$ cat config.mk
export PLATFORM = sky130hd
export DESIGN_NAME = regfile_port_ctrl
export DESIGN_NICKNAME = d
export VERILOG_FILES = /design/src/rtl/regfile_pkg.sv /design/src/rtl/rf_write_arbiter.sv /design/src/rtl/regfile_port_ctrl.sv
export SDC_FILE = /design/constraint.sdc
export NUM_CORES = 1
export LEC_CHECK = 0
export CORE_MARGIN = 10
export CORE_UTILIZATION = 35
export CTS_CLUSTER_DIAMETER = 40
export CTS_CLUSTER_SIZE = 12
export DETAILED_ROUTE_END_ITERATION = 12
export PLACE_DENSITY = 0.93
export SLEW_MARGIN = 20
export SYNTH_ARGS = -nofsm -noshare
export SYNTH_HDL_FRONTEND = slang
export SYNTH_SLANG_ARGS = --single-unit
export TNS_END_PERCENT = 10
$ cat constraint.sdc
create_clock -name clk -period 4.05 [get_ports clk]
set_input_delay 0.6075 -clock clk [delete_from_list [all_inputs] [get_ports clk]]
set_output_delay 0.6075 -clock clk [all_outputs]
set_load 0.1 [all_outputs]
$ cat src/rtl/regfile_pkg.sv
// regfile_pkg: shared types and sizes for the register-file port controller.
//   state_t   - controller mode (CLEAR while zeroing the file, RUN afterwards)
//   REG_COUNT - number of architectural registers
//   ADDR_W    - register index width
//   DATA_W    - register data width
package regfile_pkg;

  typedef enum logic {
    CLEAR = 1'b0,
    RUN   = 1'b1
  } state_t;

  localparam int REG_COUNT = 32;
  localparam int ADDR_W    = 5;
  localparam int DATA_W    = 32;

endpackage

$ cat src/rtl/rf_write_arbiter.sv
// rf_write_arbiter: combinational grant logic for the shared register-file
// write port, plus the debug starvation counter.
//   clk, rst_n            - clock, synchronous active-low reset
//   run                   - controller is in RUN (no grants otherwise)
//   wb_valid/addr/data    - writeback write request
//   dbg_valid/write/addr/wdata - debug request (only writes compete here)
//   wb_grant, dbg_grant   - winner of this cycle
//   we, wr, wdata         - write-port drive for the winner
module rf_write_arbiter
  import regfile_pkg::*;
#(
  parameter int STARVE_LIMIT     = 4,
  parameter bit ZERO_REG_PROTECT = 1'b1
) (
  input  logic              clk,
  input  logic              rst_n,
  input  logic              run,
  input  logic              wb_valid,
  input  logic [ADDR_W-1:0] wb_addr,
  input  logic [DATA_W-1:0] wb_data,
  input  logic              dbg_valid,
  input  logic              dbg_write,
  input  logic [ADDR_W-1:0] dbg_addr,
  input  logic [DATA_W-1:0] dbg_wdata,
  output logic              wb_grant,
  output logic              dbg_grant,
  output logic              we,
  output logic [ADDR_W-1:0] wr,
  output logic [DATA_W-1:0] wdata
);

  localparam int SW = $clog2(STARVE_LIMIT + 1);

  logic [SW-1:0] starve_cnt;
  logic          dbg_wr_req;
  logic          force_dbg;

  assign dbg_wr_req = dbg_valid & dbg_write;
  assign force_dbg  = (starve_cnt == SW'(STARVE_LIMIT));

  // Writeback has priority unless the debug write has lost STARVE_LIMIT times
  // in a row; then writeback is held off for one cycle.
  assign dbg_grant = run & dbg_wr_req & (~wb_valid | force_dbg);
  assign wb_grant  = run & wb_valid & ~dbg_grant;

  // A write to register 0 is still handshaken but never reaches the file.
  always_comb begin
    we    = 1'b0;
    wr    = '0;
    wdata = '0;
    if (dbg_grant) begin
      wr    = dbg_addr;
      wdata = dbg_wdata;
      we    = ~(ZERO_REG_PROTECT && (dbg_addr == '0));
    end else if (wb_grant) begin
      wr    = wb_addr;
      wdata = wb_data;
      we    = ~(ZERO_REG_PROTECT && (wb_addr == '0));
    end
  end

  // Debug reads leave the counter untouched; only a losing write advances it.
  always_ff @(posedge clk) begin
    if (!rst_n || !run || !dbg_valid || dbg_grant) begin
      starve_cnt <= '0;
    end else if (dbg_wr_req && !force_dbg) begin
      starve_cnt <= starve_cnt + 1'b1;
    end
  end

endmodule

$ cat src/rtl/regfile_port_ctrl.sv
// regfile_port_ctrl: owns the write port and read port 3 of the 32x32
// register file. Zeroes every register after reset, then arbitrates the write
// port between writeback and the debug requester and serves debug reads.
//   clk, rst_n                      - clock, synchronous active-low reset
//   wb_valid/addr/data, wb_ready    - writeback write handshake
//   dbg_valid/write/addr/wdata,
//   dbg_ready                       - debug request handshake
//   dbg_rvalid, dbg_rdata           - debug read return, one cycle after accept
//   busy                            - clear sequence in progress
//   rf_we, rf_wr, rf_wdata          - register file write port
//   rf_r3, rf_rdata3                - register file read port 3
module regfile_port_ctrl
  import regfile_pkg::*;
#(
  parameter int STARVE_LIMIT     = 4,
  parameter bit ZERO_REG_PROTECT = 1'b1
) (
  input  logic              clk,
  input  logic              rst_n,
  input  logic              wb_valid,
  input  logic [ADDR_W-1:0] wb_addr,
  input  logic [DATA_W-1:0] wb_data,
  output logic              wb_ready,
  input  logic              dbg_valid,
  input  logic              dbg_write,
  input  logic [ADDR_W-1:0] dbg_addr,
  input  logic [DATA_W-1:0] dbg_wdata,
  output logic              dbg_ready,
  output logic              dbg_rvalid,
  output logic [DATA_W-1:0] dbg_rdata,
  output logic              busy,
  output logic              rf_we,
  output logic [ADDR_W-1:0] rf_wr,
  output logic [DATA_W-1:0] rf_wdata,
  output logic [ADDR_W-1:0] rf_r3,
  input  logic [DATA_W-1:0] rf_rdata3
);

  state_t            state;
  logic [ADDR_W-1:0] clr_cnt;
  logic              run;
  logic              rd_fire;
  logic              wb_grant;
  logic              dbg_grant;
  logic              arb_we;
  logic [ADDR_W-1:0] arb_wr;
  logic [DATA_W-1:0] arb_wdata;
  logic              vld_p1;
  logic [DATA_W-1:0] rdata_p1;

  assign run  = (state == RUN);
  assign busy = ~run;

  always_ff @(posedge clk) begin
    if (!rst_n) begin
      state   <= CLEAR;
      clr_cnt <= '0;
    end else if (state == CLEAR) begin
      clr_cnt <= clr_cnt + 1'b1;
      if (clr_cnt == ADDR_W'(REG_COUNT - 1)) begin
        state <= RUN;
      end
    end
  end

  rf_write_arbiter #(
    .STARVE_LIMIT     (STARVE_LIMIT),
    .ZERO_REG_PROTECT (ZERO_REG_PROTECT)
  ) u_arb (
    .clk       (clk),
    .rst_n     (rst_n),
    .run       (run),
    .wb_valid  (wb_valid),
    .wb_addr   (wb_addr),
    .wb_data   (wb_data),
    .dbg_valid (dbg_valid),
    .dbg_write (dbg_write),
    .dbg_addr  (dbg_addr),
    .dbg_wdata (dbg_wdata),
    .wb_grant  (wb_grant),
    .dbg_grant (dbg_grant),
    .we        (arb_we),
    .wr        (arb_wr),
    .wdata     (arb_wdata)
  );

  // While clearing, the write port belongs to the clear counter.
  always_comb begin
    if (run) begin
      rf_we    = arb_we;
      rf_wr    = arb_wr;
      rf_wdata = arb_wdata;
    end else begin
      rf_we    = 1'b1;
      rf_wr    = clr_cnt;
      rf_wdata = '0;
    end
  end

  assign wb_ready = wb_grant;

  // Reads never need the write port; a debug write is ready only when granted.
  assign dbg_ready = run & (~(dbg_valid & dbg_write) | dbg_grant);
  assign rd_fire   = run & dbg_valid & ~dbg_write;
  assign rf_r3     = rd_fire ? dbg_addr : '0;

  // ---- stage p1: read return ----
  // rf_rdata3 is sampled before any same-edge write commits, so a colliding
  // read sees the old contents.
  always_ff @(posedge clk) begin
    if (!rst_n) begin
      vld_p1   <= 1'b0;
      rdata_p1 <= '0;
    end else begin
      vld_p1 <= rd_fire;
      if (rd_fire) begin
        rdata_p1 <= rf_rdata3;
      end
    end
  end

  assign dbg_rvalid = vld_p1;
  assign dbg_rdata  = rdata_p1;

endmodule

# Yosys cells after proc, flatten, opt, wreduce, memory -nomap -nowiden

Index checks and enable logic that the tools add are counted.

Output and inout port bits: 79
Register bits after elaboration: 42

Reduce and logical (&&, ||, !) cells: 10
Add/subtract/negate cells: 2
Bitwise logic cells: 17
Equality and inequality tests: 2
Multiplexer cells: 12

Operators by type and width:

| operator                                     | count |
|---|---|
| two-way mux 32 bit                           | 3 |
| two-way mux 5 bit                            | 4 |
| logical NOT 5 bit                            | 2 |
| bitwise AND 1 bit                            | 8 |
| inverter 1 bit                               | 7 |
| adder 5 x 1 -> 5 bit (second input constant) | 1 |
| == test 5 bit (second input constant)        | 1 |
| two-way mux 1 bit                            | 5 |
| logical NOT 1 bit                            | 4 |
| adder 3 x 1 -> 3 bit (second input constant) | 1 |
| == test 3 bit (second input constant)        | 1 |
| logical OR 1 bit                             | 3 |
| OR 1 bit                                     | 2 |
| logical AND 1 bit                            | 1 |

# Depth between registers and ports, before layout

Gate-level depths: netlist of the first run.

Depth after elaboration: 8
Depth in mapped cells: 7

# By module

Synthesis of the first run repeated with hierarchy kept, for this count alone.

Cells, all modules: 295
Area, all modules: 2398.6 um2

By module, submodules not included:

| module            | sequential area each (um2) | area an instance (um2) | instances | cells each |
|---|---|---|---|---|
| regfile_port_ctrl | 780.7                      | 1791.7                 | 1         | 220 |
| rf_write_arbiter  | 60.1                       | 606.8                  | 1         | 75 |

# Worst setup path after synthesis of the first run

No wires, ideal clock.

Path kind: reg2out
Start: register state (netlist: run)
End: output port dbg_ready
Buffers on the path: 1
Cell stages (with the launch flop): 4
Arrival: 3.107 ns
Setup slack: 0.335 ns
Required time: 3.442 ns
Cell sequence: dfxtp_1 buf_2 clkinv_1 a21oi_1

Word-level cells in the longest chain between the ends: 4

RTL lines:

| element                        | line                     | text |
|---|---|---|
| start, declared                | regfile_port_ctrl.sv:39  | `state_t state;` |
| start signal, assigned         | regfile_port_ctrl.sv:56  | `state <= CLEAR;` |
| start signal, assigned         | regfile_port_ctrl.sv:61  | `state <= RUN;` |
| bitwise AND 1 bit (2 in a row) | rf_write_arbiter.sv:43   | `assign dbg_grant = run & dbg_wr_req & (~wb_valid \| force_dbg);` |
| OR 1 bit                       | regfile_port_ctrl.sv:103 | `assign dbg_ready = run & (~(dbg_valid & dbg_write) \| dbg_grant);` |
| bitwise AND 1 bit (*)          | regfile_port_ctrl.sv:103 |  |
| end, declared                  | regfile_port_ctrl.sv:28  | `output logic dbg_ready,` |

Every way passes the cells marked *; elsewhere a longest branch is shown, timed or not.

# Final worst setup path of the first run

Start: input port wb_valid
End: output port rf_wdata[10]

Word-level cells in the longest chain between the ends: 8
Elaborated cells on any way between the ends: 9

RTL lines:

| element                | line                    | text |
|---|---|---|
| start, declared        | regfile_port_ctrl.sv:20 | `input logic wb_valid,` |
| inverter 1 bit         | rf_write_arbiter.sv:43  |  |
| OR 1 bit               | rf_write_arbiter.sv:43  |  |
| bitwise AND 1 bit      | rf_write_arbiter.sv:43  |  |
| inverter 1 bit         | rf_write_arbiter.sv:44  | `assign wb_grant = run & wb_valid & ~dbg_grant;` |
| bitwise AND 1 bit      | rf_write_arbiter.sv:44  |  |
| two-way mux 32 bit     | rf_write_arbiter.sv:55  | `end else if (wb_grant) begin` |
| two-way mux 32 bit (*) | rf_write_arbiter.sv:51  | `if (dbg_grant) begin` |
| two-way mux 32 bit (*) | regfile_port_ctrl.sv:89 | `if (run) begin` |
| end, declared          | regfile_port_ctrl.sv:34 | `output logic [DATA_W-1:0] rf_wdata,` |

Marked as above.

==> reports/results.md, run 1 <==
| Step | Quantity | Reported |
|---|---|---|
| status | Result of the run | finished clean |
| logic synthesis | Synth cell types | 36 |
| cells and area | Utilization after layout | 0.7647 |
| routing | Highest Signal Layer | met4 |
| cells and area | Area grow syn2layout | 107.7% |
| grt | Initial antenna violation count | 0 |
| power and ir drop | Power per Cell Area | 198.4 mW/mm^2 |
| flow run | # Max-Cap Violations | 0 |
| grt | Grt total ovfl | 0 |
| setup path | Category of the worst setup path capture point | primary output |
| routing | Met2 wire len | 6390 microns |
| floorplan | Starting Density | 0.3681 |
| sta | Fin crit period | 3.225 ns |
| sta | Max frequency | 310.1 MHz |
| grt | Total global-route track usage | 0.2087 |
| power and ir drop | Standby leakage power | 1.705 nW |
| floorplan | Floorplan row count | 28 |
| floorplan | Placeable core region | 0.006026 sq mm |
| cells and area | Fraction of final layout cells sized beyond drive strength 1 | 0.1374 |
| clock network | Cts bufs inserted | 5 |
| clock network | Clock root cell | clkbuf_8 |
| cells and area | Total of fill cells in the finished design | 396 |
| setup path | Worst endpoint required time | 3.44 ns |
| sta | Max-slew headroom at the worst pin | 0.3242 |
| cells and area | Sequential cell area | 840.8 sq um |
| clock network | CTS tree | yes |
| sta | Unrepaired setup endpoints after global routing | false |
| cells and area | Most frequent cells in the layout | clkdlybuf4s50_1 (143), nand2_1 (68), dfxtp_1 (42) |
| floorplan | IO Count | 190 |
| routing | Avg Vias per Cell | 5.102 |
| logic synthesis | Number of enable-type register cells in the synthesized netlist | 0 |
| setup path | Startpoint kind of the worst setup timing path | input port |
| setup path | Startpoint-to-endpoint class of the critical path | input port to primary output |
| grt | First-pass GRT wire length | 16300 microns |
| clock network | Post-cts sizing count | 0 |
| routing | Remaining antenna violation count | 0 |
| logic synthesis | Post-synthesis sequential area ratio | 0.3790 |
| cells and area | Leading cell type in the layout, fill and taps excluded | clkdlybuf4s50_1 |
| setup path | Worst-path fanout max | 23 |
| clock network | Total number of clock tree sinks | 42 |
| sta | Summed negative setup slack over all endpoints | 0 ns |
| routing | DRC violation count after routing | 0 |
| routing | First DRT Iteration DRCs | 94 |
| sta | Final count of negative-setup-slack endpoints | 0 |
| logic synthesis | Post-synth design cell area | 0.002218 sq mm |
| floorplan | Width of the die | 99.61 microns |
| clock network | Clock transition at path regs | 0.08 ns |
| grt | Vias in the first global route | 2704 |
| logic synthesis | Yosys Warn Count | 0 |
| clock network | Post-CTS Repair Setup Buffers | 0 |
| clock network | Clock buffer depth | 2 |
| min path | Class of the tightest hold or removal check | flip-flop to flip-flop |
| logic synthesis | Number of nets produced by synthesis | 377 |
| clock network | Clock insertion delay at the later pin of the skew report | 0.29 ns |
| routing | Wirelength per Cell | 21.10 microns |
| routing | Sum of routed wire segments on met1 | 3748 microns |
| sta | Setup Skew | 0.003043 ns |
| placed design | Half-perimeter wire length of the detailed placement result | 9104 microns |
| routing | Pre-antenna DRT Iters | 4 |
| floorplan | Die H | 99.61 microns |
| logic synthesis | Synthesized area per cell | 8.467 sq um |
| placed design | Routability-driven placement congestion ratio | 0.8726 |
| cells and area | Final net count | 559 |
| power and ir drop | Worst voltage drop across the vdd grid | 0.1755 mV |
| power and ir drop | Total chip power | 914.4 uW |
| cells and area | Number of diodes added for antenna fixing | 0 |
| sta | Ratio of final minimum period to clock period | 0.7963 |
| sta | Final hold violations | 0 |
| routing | Via count | 2648 |
| grt | Pin count of the biggest net entering global routing | 41 |
| clock network | Count of hold-fix buffers inserted at cts | 0 |
| clock network | Maximum level of the CTS H-tree | 2 |
| logic synthesis | Flop and latch count out of synthesis | 42 |
| setup path | Crit path DAT | 2.62 ns |
| logic synthesis | Post-Synthesis Cells | 262 |
| logic synthesis | Leading register cell type out of synthesis | dfxtp_1 |
| sta | Actual slew at the worst max-slew pin | 1.011 ns |
| logic synthesis | Fraction of registers with async set/reset | 0 |
| sta | Count of pins over their slew limit | 0 |
| placed design | I/O Buffers | 189 |
| floorplan | Die Area | 0.009922 sq mm |
| routing | Sum of met3 wire segment lengths after detailed routing | 591 microns |
| routing | Total wire length after detailed routing | 10950 microns |
| cells and area | Area taken by multi-input logic gates | 0.001251 sq mm |
-- cells by family (layout without fill, tap and decap cells) --
| logic type | after synthesis | count (layout) | share of synthesized area |
|---|---|---|---|
| flip-flops | 42 | 42 | 0.3790 |
| AO/OA/AOI/OAI | 81 | 81 | 0.2944 |
| adder cells (fa/ha/maj) | 4 | 4 | 0.02256 |
| AND/OR/NAND/NOR | 108 | 108 | 0.2301 |
| multiplexers | 2 | 2 | 0.009025 |
| buffers and inverters | 23 | 205 | 0.05697 |
| XOR/XNOR | 2 | 2 | 0.007898 |
-- layout make-up --
cell class	instances	area share
clock inverter	1	0.006516
multi-input combinational	197	0.2715
sequential	42	0.1825
clock buffer	6	0.01792
inverter	4	0.003258
timing repair buffer	194	0.4980
tap	75	0.02036
-- cell usage after synthesis (all sizes together) (3+ instances only) --
cell type	count	area (sq um)
a21boi	33	251.5
a22o	32	280.3
buf	12	85.08
and3	5	31.28
inv	3	11.26
and2	10	62.56
ha	4	50.05
nor3b	6	45.04
a21oi	4	20.02
nor2	5	21.27
a221o	5	50.05
clkbuf	7	26.28
nor2b	3	18.77
dfxtp	42	840.8
nand2	68	255.2
-- layer usage --
metal | up-vias | track usage
li1 | 1288 | -
met1 | 1249 | 0.2168
met2 | 97 | 0.4033
met3 | 14 | 0.04429
met4 | 0 | 0.06505
met5 | - | 0
-- power by group --
| group | total [mW] | leakage (nW) | switching, mW | internal [mW] |
|---|---|---|---|---|
| registers | 0.418 | 0.339 | 0.00278 | 0.415 |
| logic | 0.162 | 1.31 | 0.0537 | 0.108 |
| clock network | 0.335 | 0.0573 | 0.138 | 0.197 |
-- path summary, 6_finish.rpt --
check	start	end	slack, ns	cells past startpoint
setup reg to reg	run$_SDFF_PN0_	dbg_rdata[23]$_SDFFE_PN0P_	2.18	4
hold reg to reg	dbg_rdata[27]$_SDFFE_PN0P_	dbg_rdata[27]$_SDFFE_PN0P_	0.45	2
hold / removal	dbg_rdata[27]$_SDFFE_PN0P_	dbg_rdata[27]$_SDFFE_PN0P_	0.45	2
setup / recovery	wb_valid	rf_wdata[10]	0.83	6
-- through the flow --
step	instances	area [sq um]	hold WS [ns]	worst slack (ns)
final	519	4608	0.4548	0.8252
after global routing	519	4608	0.4740	0.6548
after CTS	519	4613	0.4554	0.8511
after detailed placement	512	4501	0.4443	0.8491
after global placement	511	4486	0.4403	0.9491
after floorplan	262	2218	0.4704	0.3350
-- sequential cells by signal (all words and copies together), names as in the netlist --
register          count
clr_cnt               5
dbg_rdata            32
dbg_rvalid            1
run                   1
u_arb.starve_cnt      3
-- worst max-delay path, stage by stage --
cell             delay, ns
clkdlybuf4s50_1       0.59
and2_1                0.19
o21a_1                0.42
buf_4                 0.36
a22o_1                0.25
buf_12                0.19
Note: power is estimated with default switching activity, not from simulation.
==> run 2, diff against run 1 <==
--- a/config.mk
+++ b/config.mk
@@ -6,11 +6,11 @@
 export NUM_CORES = 1
 export LEC_CHECK = 0
 export CORE_MARGIN = 10
-export CORE_UTILIZATION = 35
+export CORE_UTILIZATION = 32
 export CTS_CLUSTER_DIAMETER = 40
 export CTS_CLUSTER_SIZE = 12
 export DETAILED_ROUTE_END_ITERATION = 12
-export PLACE_DENSITY = 0.93
+export PLACE_DENSITY = 0.87
 export SLEW_MARGIN = 20
 export SYNTH_ARGS = -nofsm -noshare
 export SYNTH_HDL_FRONTEND = slang
==> constraint.sdc (replaced) <==
create_clock -name clk -period 3.3 [get_ports clk]
set_input_delay 0.495 -clock clk [delete_from_list [all_inputs] [get_ports clk]]
set_output_delay 0.495 -clock clk [all_outputs]
set_load 0.1 [all_outputs]
==> reports/results.md, run 2 (synthesis gave the netlist of run 1 again) <==
| Step | Quantity | Reported |
|---|---|---|
| sta | Minimum hold slack | 0.4578 ns |
| sta | Count of pins over their slew limit | 0 |
| routing | Via count | 2637 |
| grt | Initial antenna violation count | 0 |
| floorplan | Floorplan row count | 30 |
| power and ir drop | Internal power | 796.6 uW |
| floorplan | Width of the die | 103.3 microns |
| cells and area | Number of flip-flops in the largest register | 32 |
| setup path | Cell-by-cell listing of the critical path | clkdlybuf4s50_1 > nand3_2 > nor2_2 > buf_4 > a22o_1 > buf_12 |
| grt | Vias in the first global route | 2619 |
| grt | Total global-route track usage | 0.1772 |
| grt | First-pass GRT wire length | 14660 microns |
| setup path | Number of buffers and inverters on the critical path | 3 |
| clock network | CTS tree | yes |
| power and ir drop | Combinational share of power | 0.201 |
| power and ir drop | Standby leakage power | 1.716 nW |
| clock network | Clock root cell | clkbuf_8 |
| routing | Avg Vias per Cell | 5.004 |
| power and ir drop | Reg power frac | 0.499 |
| cells and area | Total of fill cells in the finished design | 492 |
| placed design | Half-perimeter wire length of the detailed placement result | 8702 microns |
| sta | Unrepaired setup endpoints after global routing | false |
| routing | Total wire length after detailed routing | 10380 microns |
| routing | First DRT Iteration DRCs | 132 |
| floorplan | IO Count | 190 |
| setup path | Crit path DAT | 2.58 ns |
| clock network | Clock transition at path regs | 0.08 ns |
| grt | Pin count of the biggest net entering global routing | 35 |
| power and ir drop | Portion of total power attributed to the clock network | 0.300 |
| sta | Setup Skew | 0.006360 ns |
| routing | Remaining antenna violation count | 0 |
| sta | Max-slew headroom at the worst pin | 0.3184 |
| placed design | Routability-driven placement congestion ratio | 0.8646 |
| status | Result of the run | finished clean |
| sta | Max frequency | 325.4 MHz |
| sta | Actual slew at the worst max-slew pin | 1.019 ns |
| cells and area | Final net count | 562 |
| clock network | Clock buffer depth | 2 |
| setup path | Startpoint kind of the worst setup timing path | input port |
| clock network | Maximum level of the CTS H-tree | 2 |
| sta | Ratio of final minimum period to clock period | 0.9312 |
| routing | Pre-antenna DRT Iters | 4 |
| clock network | Total number of clock tree sinks | 42 |
| power and ir drop | Fraction of power spent switching nets | 0.2252 |
| sta | Summed negative setup slack over all endpoints | 0 ns |
| power and ir drop | Net load switching power | 231.5 uW |
| min path | Class of the tightest hold or removal check | flip-flop to flip-flop |
| placed design | I/O Buffers | 189 |
| flow run | # Max-Cap Violations | 0 |
| power and ir drop | Power per Cell Area | 219.2 mW/mm^2 |
| routing | DRC violation count after routing | 0 |
| grt | Grt total ovfl | 0 |
| floorplan | Die Area | 0.01066 sq mm |
| floorplan | Placeable core region | 0.006756 sq mm |
| setup path | Category of the worst setup path capture point | primary output |
| cells and area | Most frequent cells in the layout | clkdlybuf4s50_1 (143), nand2_1 (68), buf_12 (45) |
| routing | Wirelength per Cell | 19.69 microns |
| sta | Final hold violations | 0 |
| clock network | Count of hold-fix buffers inserted at cts | 0 |
| cells and area | Area grow syn2layout | 111.4% |
| power and ir drop | Worst voltage drop across the vdd grid | 0.2600 mV |
| floorplan | Starting Density | 0.3283 |
| setup path | Worst endpoint required time | 2.80 ns |
| cells and area | Fraction of final layout cells sized beyond drive strength 1 | 0.1432 |
| floorplan | Die H | 103.3 microns |
| setup path | Startpoint-to-endpoint class of the critical path | input port to primary output |
| setup path | Worst-path fanout max | 20 |
| cells and area | Number of diodes added for antenna fixing | 0 |
| setup path | Kind of cell with the highest combined delay on the critical path | buffers and inverters |
| sta | Final count of negative-setup-slack endpoints | 0 |
| setup path | Cell at the slowest stage of the critical path | nor2_2 |
| clock network | Clock insertion delay at the later pin of the skew report | 0.28 ns |
| clock network | Post-cts sizing count | 0 |
| clock network | Post-CTS Repair Setup Buffers | 0 |
| cells and area | Leading cell type in the layout, fill and taps excluded | clkdlybuf4s50_1 |
| clock network | Cts bufs inserted | 5 |
| setup path | Largest stage delay on the critical path | 0.62 ns |
| sta | Fin crit period | 3.073 ns |
-- run 2: changes by cell type in the layout (fill, tap and decap cells not counted) --
cell / change
bufinv_16: -1
buf_4: -2
a21oi_2: +1
a21oi_1: -1
clkbuf_8: -1
clkinvlp_4: +1
buf_2: -1
buf_8: -1
clkbuf_1: +1
buf_12: +7
-- run 2: worst paths after layout --
| kind | end | from | cells past startpoint | slack [ns] |
|---|---|---|---|---|
| max | rf_wdata[6] | dbg_valid | 6 | 0.23 |
| min | dbg_rdata[26]$_SDFFE_PN0P_ | dbg_rdata[26]$_SDFFE_PN0P_ | 2 | 0.46 |
| max reg2reg | dbg_rdata[20]$_SDFFE_PN0P_ | run$_SDFF_PN0_ | 5 | 1.72 |
| min reg2reg | dbg_rdata[26]$_SDFFE_PN0P_ | dbg_rdata[26]$_SDFFE_PN0P_ | 2 | 0.46 |
-- run 2: final cells by class --
| class | instances | area [sq um] | area share |
|---|---|---|---|
| Sequential cell | 42 | 840.8 | 0.1792 |
| Clock inverter | 1 | 7.507 | 0.001600 |
| Inverter | 4 | 15.01 | 0.003201 |
| Timing Repair Buffer | 197 | 2400 | 0.5116 |
| Tap cell | 80 | 100.1 | 0.02134 |
| Multi-Input combinational cell | 197 | 1255 | 0.2675 |
| Clock buffer | 6 | 72.57 | 0.01547 |
-- run 2: stage by stage --
stage | area [sq um] | instances | power (mW) | setup WS, ns | util
finish | 4691 | 527 | 1.028 | 0.2270 | 0.6943
global route | 4691 | 527 | 1.070 | 0.09121 | 0.6943
CTS | 4691 | 527 | 1.038 | 0.2297 | 0.6943
detailed placement | 4611 | 520 | 0.7315 | 0.2351 | 0.6824
global placement | 4611 | 520 | 0.7265 | 0.3557 | 0.6824
floorplan | 2222 | 262 | 0.5722 | 0.3055 | -
-- run 2: power by group through the flow --
stage	clock (mW)	combinational, mW	sequential [mW]
final	0.308	0.207	0.513
after global routing	0.339	0.218	0.514
after CTS	0.318	0.208	0.513
after detailed placement	0	0.207	0.525
after global placement	0	0.202	0.524
after floorplan	0	0.0484	0.524
-- run 2: layer usage --
metal,GRT usage,vias to the layer above,routed length (microns)
met2,0.3325,112,5526
met5,0,-,0
met1,0.1815,1230,3714
met3,0.06977,8,1019
li1,-,1287,-
met4,0.03529,0,115
-- run 2: worst register-to-register path: stages (launching register included) --
cell and delay, ns:
dfxtp_1 0.36, buf_4 0.21, and3b_1 0.29, buf_4 0.35, nand2_1 0.09, a21boi_0 0.20
